### src/rtl/master_out_port_if.sv
// Bus between the master core, master_out_port and the slave input port.
// The master modport is the serializer's view: it receives the
// core-side request and the slave's ready signal. It drives the valid
// request, the two serial lines and the status flags.
interface master_out_port_if #(
    parameter int ADDR_WIDTH = 12,
    parameter int DATA_WIDTH = 8
);
    logic                  start;
    logic                  write_mode;
    logic [ADDR_WIDTH-1:0] address_in;
    logic [DATA_WIDTH-1:0] data_in;
    logic                  slave_ready;

    logic                  master_valid;
    logic                  tx_address;
    logic                  tx_data;
    logic                  write_en;
    logic                  read_en;
    logic                  tx_busy;
    logic                  tx_done;

    modport master (
        input  start, write_mode, address_in, data_in, slave_ready,
        output master_valid, tx_address, tx_data, write_en, read_en, tx_busy, tx_done
    );

    modport slave (
        output start, write_mode, address_in, data_in, slave_ready,
        input  master_valid, tx_address, tx_data, write_en, read_en, tx_busy, tx_done
    );
endinterface

### src/rtl/master_out_port.sv
// Master-side serializer. It latches an address/data request, runs a
// valid/ready handshake with the slave, and shifts both words out
// LSB-first, one bit per clock. A one-cycle done pulse follows the
// last bit. Every output is decoded only from flops, so no path runs
// from an input straight to an output.
module master_out_port #(
    parameter int ADDR_WIDTH = 12,
    parameter int DATA_WIDTH = 8
) (
    input  logic              clk,
    input  logic              reset,
    master_out_port_if.master bus
);
    localparam int CNT_W  = (ADDR_WIDTH > 1) ? $clog2(ADDR_WIDTH) : 1;
    localparam int DIDX_W = (DATA_WIDTH > 1) ? $clog2(DATA_WIDTH) : 1;
    localparam logic [CNT_W-1:0] CNT_LAST = CNT_W'(ADDR_WIDTH - 1);
    // One bit wider than the counter, so the limit fits when DATA_WIDTH == ADDR_WIDTH.
    localparam logic [CNT_W:0]   DATA_LIM = (CNT_W + 1)'(DATA_WIDTH);

    typedef enum logic [1:0] {IDLE, REQ, SEND, DONE} state_e;

    state_e                state_q, state_d;
    logic [CNT_W-1:0]      cnt_q, cnt_d;
    logic [ADDR_WIDTH-1:0] addr_q, addr_d;
    logic [DATA_WIDTH-1:0] data_q, data_d;
    logic                  wr_q, wr_d;

    // State, bit counter and shadow registers.
    // NOTE: sequential state uses non-blocking assignments only, so every flop samples pre-edge values.
    always_ff @(posedge clk or negedge reset) begin
        if (!reset) begin
            state_q <= IDLE;
            cnt_q   <= '0;
            // NOTE: the shadow registers are reset as well, so the serial lines read 0 right after reset.
            addr_q  <= '0;
            data_q  <= '0;
            wr_q    <= 1'b0;
        end else begin
            state_q <= state_d;
            cnt_q   <= cnt_d;
            addr_q  <= addr_d;
            data_q  <= data_d;
            wr_q    <= wr_d;
        end
    end

    // Next state: accept in IDLE, handshake in REQ, count bits in SEND.
    always_comb begin
        // NOTE: every target gets a default first, so no path leaves a value unassigned (no latch).
        state_d = state_q;
        cnt_d   = cnt_q;
        addr_d  = addr_q;
        data_d  = data_q;
        wr_d    = wr_q;
        case (state_q)
            IDLE: begin
                if (bus.start) begin
                    addr_d  = bus.address_in;
                    data_d  = bus.data_in;
                    wr_d    = bus.write_mode;
                    state_d = REQ;
                end
            end
            REQ: begin
                if (bus.slave_ready) begin
                    cnt_d   = '0;
                    state_d = SEND;
                end
            end
            SEND: begin
                cnt_d = cnt_q + CNT_W'(1);
                if (cnt_q == CNT_LAST) begin
                    state_d = DONE;
                end
            end
            DONE:    state_d = IDLE;
            default: state_d = IDLE;
        endcase
    end

    // Output decode from registered state, counter and shadow registers.
    always_comb begin
        bus.master_valid = (state_q == REQ);
        bus.tx_busy      = (state_q != IDLE);
        bus.tx_done      = (state_q == DONE);
        bus.write_en     = (state_q != IDLE) && wr_q;
        bus.read_en      = (state_q != IDLE) && !wr_q;
        bus.tx_address   = 1'b0;
        bus.tx_data      = 1'b0;
        if (state_q == SEND) begin
            bus.tx_address = addr_q[cnt_q];
            // Data line carries only DATA_WIDTH bits of a write; otherwise it stays 0.
            if (wr_q && ({1'b0, cnt_q} < DATA_LIM)) begin
                bus.tx_data = data_q[cnt_q[DIDX_W-1:0]];
            end
        end
    end
endmodule
### src/flat_wrapper.sv
// flat-port wrapper written by rule: the top's interface ports become plain ports
module master_out_port_flat 
#(
    parameter int ADDR_WIDTH = 12,
    parameter int DATA_WIDTH = 8
)
  (clk, reset, bus_start, bus_write_mode, bus_address_in, bus_data_in, bus_slave_ready, bus_master_valid, bus_tx_address, bus_tx_data, bus_write_en, bus_read_en, bus_tx_busy, bus_tx_done);
  master_out_port_if #(.ADDR_WIDTH(ADDR_WIDTH), .DATA_WIDTH(DATA_WIDTH)) bus_i ();
  input  logic clk;
  input  logic reset;
  input wire logic [$bits(bus_i.start)-1:0] bus_start;
  input wire logic [$bits(bus_i.write_mode)-1:0] bus_write_mode;
  input wire logic [$bits(bus_i.address_in)-1:0] bus_address_in;
  input wire logic [$bits(bus_i.data_in)-1:0] bus_data_in;
  input wire logic [$bits(bus_i.slave_ready)-1:0] bus_slave_ready;
  output wire logic [$bits(bus_i.master_valid)-1:0] bus_master_valid;
  output wire logic [$bits(bus_i.tx_address)-1:0] bus_tx_address;
  output wire logic [$bits(bus_i.tx_data)-1:0] bus_tx_data;
  output wire logic [$bits(bus_i.write_en)-1:0] bus_write_en;
  output wire logic [$bits(bus_i.read_en)-1:0] bus_read_en;
  output wire logic [$bits(bus_i.tx_busy)-1:0] bus_tx_busy;
  output wire logic [$bits(bus_i.tx_done)-1:0] bus_tx_done;
  assign bus_i.start = bus_start;
  assign bus_i.write_mode = bus_write_mode;
  assign bus_i.address_in = bus_address_in;
  assign bus_i.data_in = bus_data_in;
  assign bus_i.slave_ready = bus_slave_ready;
  assign bus_master_valid = bus_i.master_valid;
  assign bus_tx_address = bus_i.tx_address;
  assign bus_tx_data = bus_i.tx_data;
  assign bus_write_en = bus_i.write_en;
  assign bus_read_en = bus_i.read_en;
  assign bus_tx_busy = bus_i.tx_busy;
  assign bus_tx_done = bus_i.tx_done;
  master_out_port #(.ADDR_WIDTH(ADDR_WIDTH), .DATA_WIDTH(DATA_WIDTH)) u_core (.clk(clk), .reset(reset), .bus(bus_i));
endmodule
### config.mk
export PLATFORM = sky130hd
export DESIGN_NAME = master_out_port_flat
export DESIGN_NICKNAME = d
export VERILOG_FILES = /design/src/rtl/master_out_port_if.sv /design/src/rtl/master_out_port.sv /design/src/flat_wrapper.sv
export SDC_FILE = /design/constraint.sdc
export NUM_CORES = 1
export LEC_CHECK = 0
export ABC_AREA = 1
export ABC_CLOCK_PERIOD_IN_PS = 3000
export BUFFER_PORTS_ARGS = -buffer_cell sky130_fd_sc_hd__buf_2
export CELL_PAD_IN_SITES_DETAIL_PLACEMENT = 0
export CELL_PAD_IN_SITES_GLOBAL_PLACEMENT = 1
export CORE_ASPECT_RATIO = 1.4
export CORE_MARGIN = 8
export CORE_UTILIZATION = 35
export DETAILED_ROUTE_END_ITERATION = 12
export PLACE_DENSITY_LB_ADDON = 0.25
export SYNTH_ARGS = -nofsm -noshare
export SYNTH_HDL_FRONTEND = slang
export SYNTH_SLANG_ARGS = --single-unit
export TNS_END_PERCENT = 5
### constraint.sdc
create_clock -name clk -period 3 [get_ports clk]
set_input_delay 0.3 -clock clk [delete_from_list [all_inputs] [get_ports clk]]
set_output_delay 0.3 -clock clk [all_outputs]
set_load 0.01 [all_outputs]
Word-level counts from Yosys, hierarchy flattened
Index checks and enable logic that the tools add are counted.
{"block": "word_totals", "reg_bits": 27, "output_inout_bits": 7}
{"block": "classes", "add_sub_neg": 1, "order_cmp": 3, "eq_ne": 7, "mux": 13, "reduce_logical": 10}
{"operator": "2-bit case mux with 4 select lines", "n": 1}
{"operator": "4-bit case mux with 2 select lines", "n": 1}
{"operator": "2-bit 2-to-1 mux", "n": 3}
{"operator": "4-bit by 5-bit < comparator with 1-bit output, second input constant", "n": 1}
{"operator": "1-bit 2-to-1 mux", "n": 5}
{"operator": "4-bit by 1-bit adder with 4-bit output, second input constant", "n": 1}
{"operator": "1-bit binary-select mux with 4-bit select", "n": 1}
{"operator": "2-bit equality test, second input constant", "n": 2}
{"operator": "4-bit equality test, second input constant", "n": 1}
{"operator": "3-bit by 4-bit < comparator with 1-bit output, second input constant", "n": 1}
{"operator": "4-bit < comparator, second input constant", "n": 1}
{"operator": "4-bit 2-to-1 mux", "n": 1}
{"operator": "2-bit inequality test, second input constant", "n": 2}
{"operator": "2-bit AND reduction", "n": 2}
{"operator": "2-bit nonzero test", "n": 2}
{"operator": "1-bit binary-select mux with 3-bit select", "n": 1}
{"operator": "1-bit logical AND", "n": 3}
{"operator": "3-bit AND reduction", "n": 1}
{"operator": "2-bit by 1-bit equality test with 1-bit output, second input constant", "n": 1}
{"operator": "2-bit zero test", "n": 1}
{"operator": "2-bit by 1-bit inequality test with 1-bit output, second input constant", "n": 1}
{"operator": "1-bit zero test", "n": 1}

Logic depth before layout (Yosys ltp)
{"block": "logic_depth", "ltp_word": 4, "depth_mapped": 8, "depth_no_buf": 8}

Worst setup path before layout
OpenSTA, ideal clock, no wires.
{"block": "synth_path", "path_type": "register -> output", "startpoint": "register u_core.state_q[0]", "endpoint": "output bus_tx_data", "arrival_ps": 1148, "required_ps": 2700, "slack_ps": 1552, "path_stages_with_launch": 5, "path_cell_list": "dfrtp_1 -> inv_1 -> ha_1 -> nand3_1 -> nor3_2"}
{"block": "synth_between", "elab_chain_cells": 2}
{"item": "start, declared", "line_no": "master_out_port.sv:22", "text": "state_e state_q, state_d;"}
{"item": "start signal, assigned", "line_no": "master_out_port.sv:39", "text": "state_q <= state_d;"}
{"item": "2-bit equality test", "line_no": "master_out_port.sv:90", "text": "if (state_q == SEND) begin"}
{"item": "1-bit 2-to-1 mux", "line_no": "master_out_port.sv:90"}
{"item": "end, declared", "line_no": "flat_wrapper.sv:18", "text": "output wire logic [$bits(bus_i.tx_data)-1:0] bus_tx_data;"}
No other way between the ends.

Final worst setup path
{"block": "layout_path", "startpoint": "register u_core.cnt_q[0]", "endpoint": "output bus_tx_address"}
{"block": "layout_between", "elab_chain_cells": 3}
{"item": "start, declared", "line_no": "master_out_port.sv:23", "text": "logic [CNT_W-1:0] cnt_q, cnt_d;"}
{"item": "start signal, assigned", "line_no": "master_out_port.sv:40", "text": "cnt_q <= cnt_d;"}
{"item": "1-bit binary-select mux with 4-bit select", "line_no": "master_out_port.sv:91", "text": "bus.tx_address = addr_q[cnt_q];"}
{"item": "1-bit 2-to-1 mux (implied by the code)", "line_no": "master_out_port.sv:91"}
{"item": "1-bit 2-to-1 mux", "line_no": "master_out_port.sv:90"}
{"item": "end, declared", "line_no": "flat_wrapper.sv:17", "text": "output wire logic [$bits(bus_i.tx_address)-1:0] bus_tx_address;"}
No other way between the ends. The select of a mux whose other input is x is not followed.

==> flow_summary_export.csv <==
group,metric,value,unit
outcome,outcome,"finished, final reports clean",
critical_path,critPathCapture,"bus_tx_address",
timing,finClkSkew,0.004908,ns
drt,viasPerCell,4.500,
power,leakage,0.0009057,µW
drt,first_pass_iters,4,
critical_path,start_kind,"flip-flop",
global_routing,grt_max_degree,30,
final_layout,nets,213,
critical_path,crit_chain,"inv_2, nand2_1, nand3_1, nand3_2, nand3_2, a21oi_2, buf_2",
critical_path,ff2ff_path_depth,4,
floorplan,ioPinCount,32,
critical_path,crit_family,"flip-flops",
clock_tree,h-tree-depth,1,
clock_tree,cts_tree,"yes",
timing,hold_violations,0,
global_routing,grt_pass1_vias,1226,
critical_path,cp_data_arrival_time,1.67,ns
synthesis,synth_top_family_by_area,"simple AND/OR/NAND/NOR gates",
synthesis,syn_area_per_cell,10.16,µm²
final_layout,antenna_cells,0,
clock_tree,cts_root_buffer,"clkbuf_8",
clock_tree,insertion_delay,0.27,ns
drt,drt_iter0_drc,43,
synthesis,yosys.area_share.simple,0.1891,
synthesis,yosys-top-cells-area,"dfrtp_1 (43%), mux2_4 (13%), a21oi_2 (5.6%), inv_1 (4.6%), nand2_1 (4.1%)",
min_path,holdCritPathClass,"in2async",
clock_tree,clockBufferDepth,2,
run,drv_cap,0,
timing,drv_slew,0,
synthesis,synth-seq-cells,27,
critical_path,cpPeakStageDelay,0.61,ns
floorplan,rows,28,
critical_path,critPathBufInv,2,
place,place_congestion,0.7784,
synthesis,synth_area,1555,µm²
final_layout,syn_to_final_growth,13.76,%
synthesis,synth_fp_nets,183,
critical_path,cp.depth,7,
floorplan,dieWidth,72.34,µm
clock_tree,cts_made_buffers,3,
timing,relSlewSlack,0.4525,
final_layout,fill_cells,427,
floorplan,fp.coreArea,4239,µm²
global_routing,grt_first_pass_wirelength,5.602,mm
final_layout,drive_above_1_share,0.4341,
timing,rsz0062_at_grt,"no",
place,postPlaceCellArea,1724,µm²
power,vdd_drop_max,342.9,µV
timing,finalSetupTns,0,ns
critical_path,cp-end-kind,"output port",
synthesis,ys_types,24,
critical_path,worst_path_most_repeated_cell,"nand3_2",
synthesis,ys_seq_area_frac,0.4344,
clock_tree,cts_resized,0,
drt,wirelength,3.216,mm
place,port_buffers,31,
power,p_per_area,999.6,nW/µm²
timing,finalCritPeriodShare,0.6561,
synthesis,synth_mux_area_frac,0.1255,
place,dp_hpwl,2.514,mm
critical_path,crit_path_max_fanout,14,
critical_path,crit_slowest_cell,"dfrtp_1",
critical_path,critPathLaunch,"u_core.cnt_q[0]",
clock_tree,cts.hold.buffers_added,0,
synthesis,synthCells,153,
clock_tree,clock_sinks,27,
synthesis,synth_top_cell_by_area,"dfrtp_1",
synthesis,synthXorXnorAreaFrac,0,
final_layout,multi_input_area,735.7,µm²
synthesis,yosysWarnings,0,
clock_tree,cts_setup_buffers,0,
drt,wl_per_cell,13.29,µm
timing,max_freq,508.0,MHz
timing,worst_pin_slew,0.8184,ns
global_routing,grtUsageTotal,0.1012,
floorplan,start_util,0.3669,
synthesis,synth-compound-area-share,0.1183,
floorplan,die_height,94.87,µm
critical_path,r2r-start,"u_core.state_q[0]",
drt,ant_nets,0,
critical_path,r2r-end,"u_core.data_q[0]",
final_layout,stdcell_area,1769,µm²
floorplan,die_area,6862,µm²
critical_path,cp.required,2.70,ns
critical_path,crit_type,"reg2out",
timing,setup_viol,0,
global_routing,antenna_found_initial,0,
synthesis,synth_top_area_frac,0.4344,
synthesis,synth_fa_ha_area_frac,0.04023,
drt,drcViolationCount,0,
final_layout,seqCellArea,675.6,µm²
timing,hold_slack,0.02337,ns
critical_path,rrSetupSlack,1.11,ns
clock_tree,cts.clk_slew.worst_paths,0.10,ns
global_routing,gr-total-overflow,0,
timing,min_period,1.968,ns
drt,vias,1089,
==> placed cells by master, fill, tap and decap left out, types with 2 or more instances in the layout <==
cell type,synthesis,routed
buf_2,0,31
dfrtp_1,27,27
inv_1,19,19
nand2_1,17,17
nor2_1,13,13
mux2_4,13,13
a21oi_2,10,10
nand3_1,9,9
nand3_2,6,6
nand2_2,5,5
ha_1,5,5
o21ai_1,4,4
inv_2,3,3
a21oi_1,3,3
o21ai_0,3,3
clkbuf_8,0,3
o21ai_2,2,2
nor2_2,2,2
==> cell type report <==
cell class	instances	area share
clock buffer	4	0.02546
inverter	22	0.04668
multi-input combinational	98	0.4158
sequential	27	0.3819
tap	60	0.04243
timing repair buffer	31	0.08769
==> cell usage after synthesis <==
cell type	count
nand3_2	6
o211ai_2	1
ha_1	5
nand2_1	17
nor3_2	1
o21ai_2	2
inv_2	3
o21ai_1	4
a21oi_1	3
nand3_1	9
dfrtp_1	27
and3_1	1
inv_1	19
a21oi_2	10
nor2_2	2
o21ai_4	1
nor2_4	1
buf_6	5
clkbuf_2	1
mux2_4	13
nor3_1	1
nand2_2	5
nor2_1	13
o21ai_0	3
==> through the flow <==
| step | utilization | cells | power (µW) | setup WS [ns] |
|---|---|---|---|---|
| floorplan | - | 153 | 1405 | 1.552 |
| detailed placement | 0.4067 | 238 | 1579 | 1.112 |
| CTS | 0.4174 | 242 | 1795 | 1.005 |
| finish | 0.4174 | 242 | 1768 | 1.032 |
| global placement | 0.4067 | 238 | 1553 | 1.196 |
| global route | 0.4174 | 242 | 1930 | 0.8443 |
==> metal layers <==
metal	up-vias	GRT usage	wire length, µm
met5	-	0	0
met4	0	0.03419	31
met3	4	0.02227	127
met2	19	0.1782	1692
met1	516	0.1172	1363
li1	550	-	-
==> report_power, final <==
group	leakage (µW)	switching (µW)	internal [µW]
clock	0.0000228	117	95.3
combinational	0.000565	467	413
sequential	0.000317	140	537
==> logic make-up after synthesis <==
| kind of cell | count (synthesis) |
|---|---|
| flops | 27 |
| buf+inv | 28 |
| compound gates | 24 |
| simple gates | 56 |
| mux | 13 |
| fa+ha+maj | 5 |
==> registers in the layout, indices dropped and copies added (netlist names) <==
signal / flops
u_core.data_q: 8
u_core.cnt_q: 4
u_core.wr_q: 1
u_core.addr_q: 12
u_core.state_q: 2
==> worst min path at each step <==
stage / startpoint / endpoint / slack, ns / cells past startpoint
floorplan: reset / u_core.addr_q[0] / 0.004 / 0
global placement: reset / u_core.state_q[1] / 0.34 / 1
detailed placement: reset / u_core.state_q[1] / 0.35 / 1
CTS: reset / u_core.state_q[1] / 0.05 / 1
global route: reset / u_core.state_q[1] / 0.09 / 1
finish: reset / u_core.state_q[1] / 0.02 / 1
(Power assumes the default switching activity.)
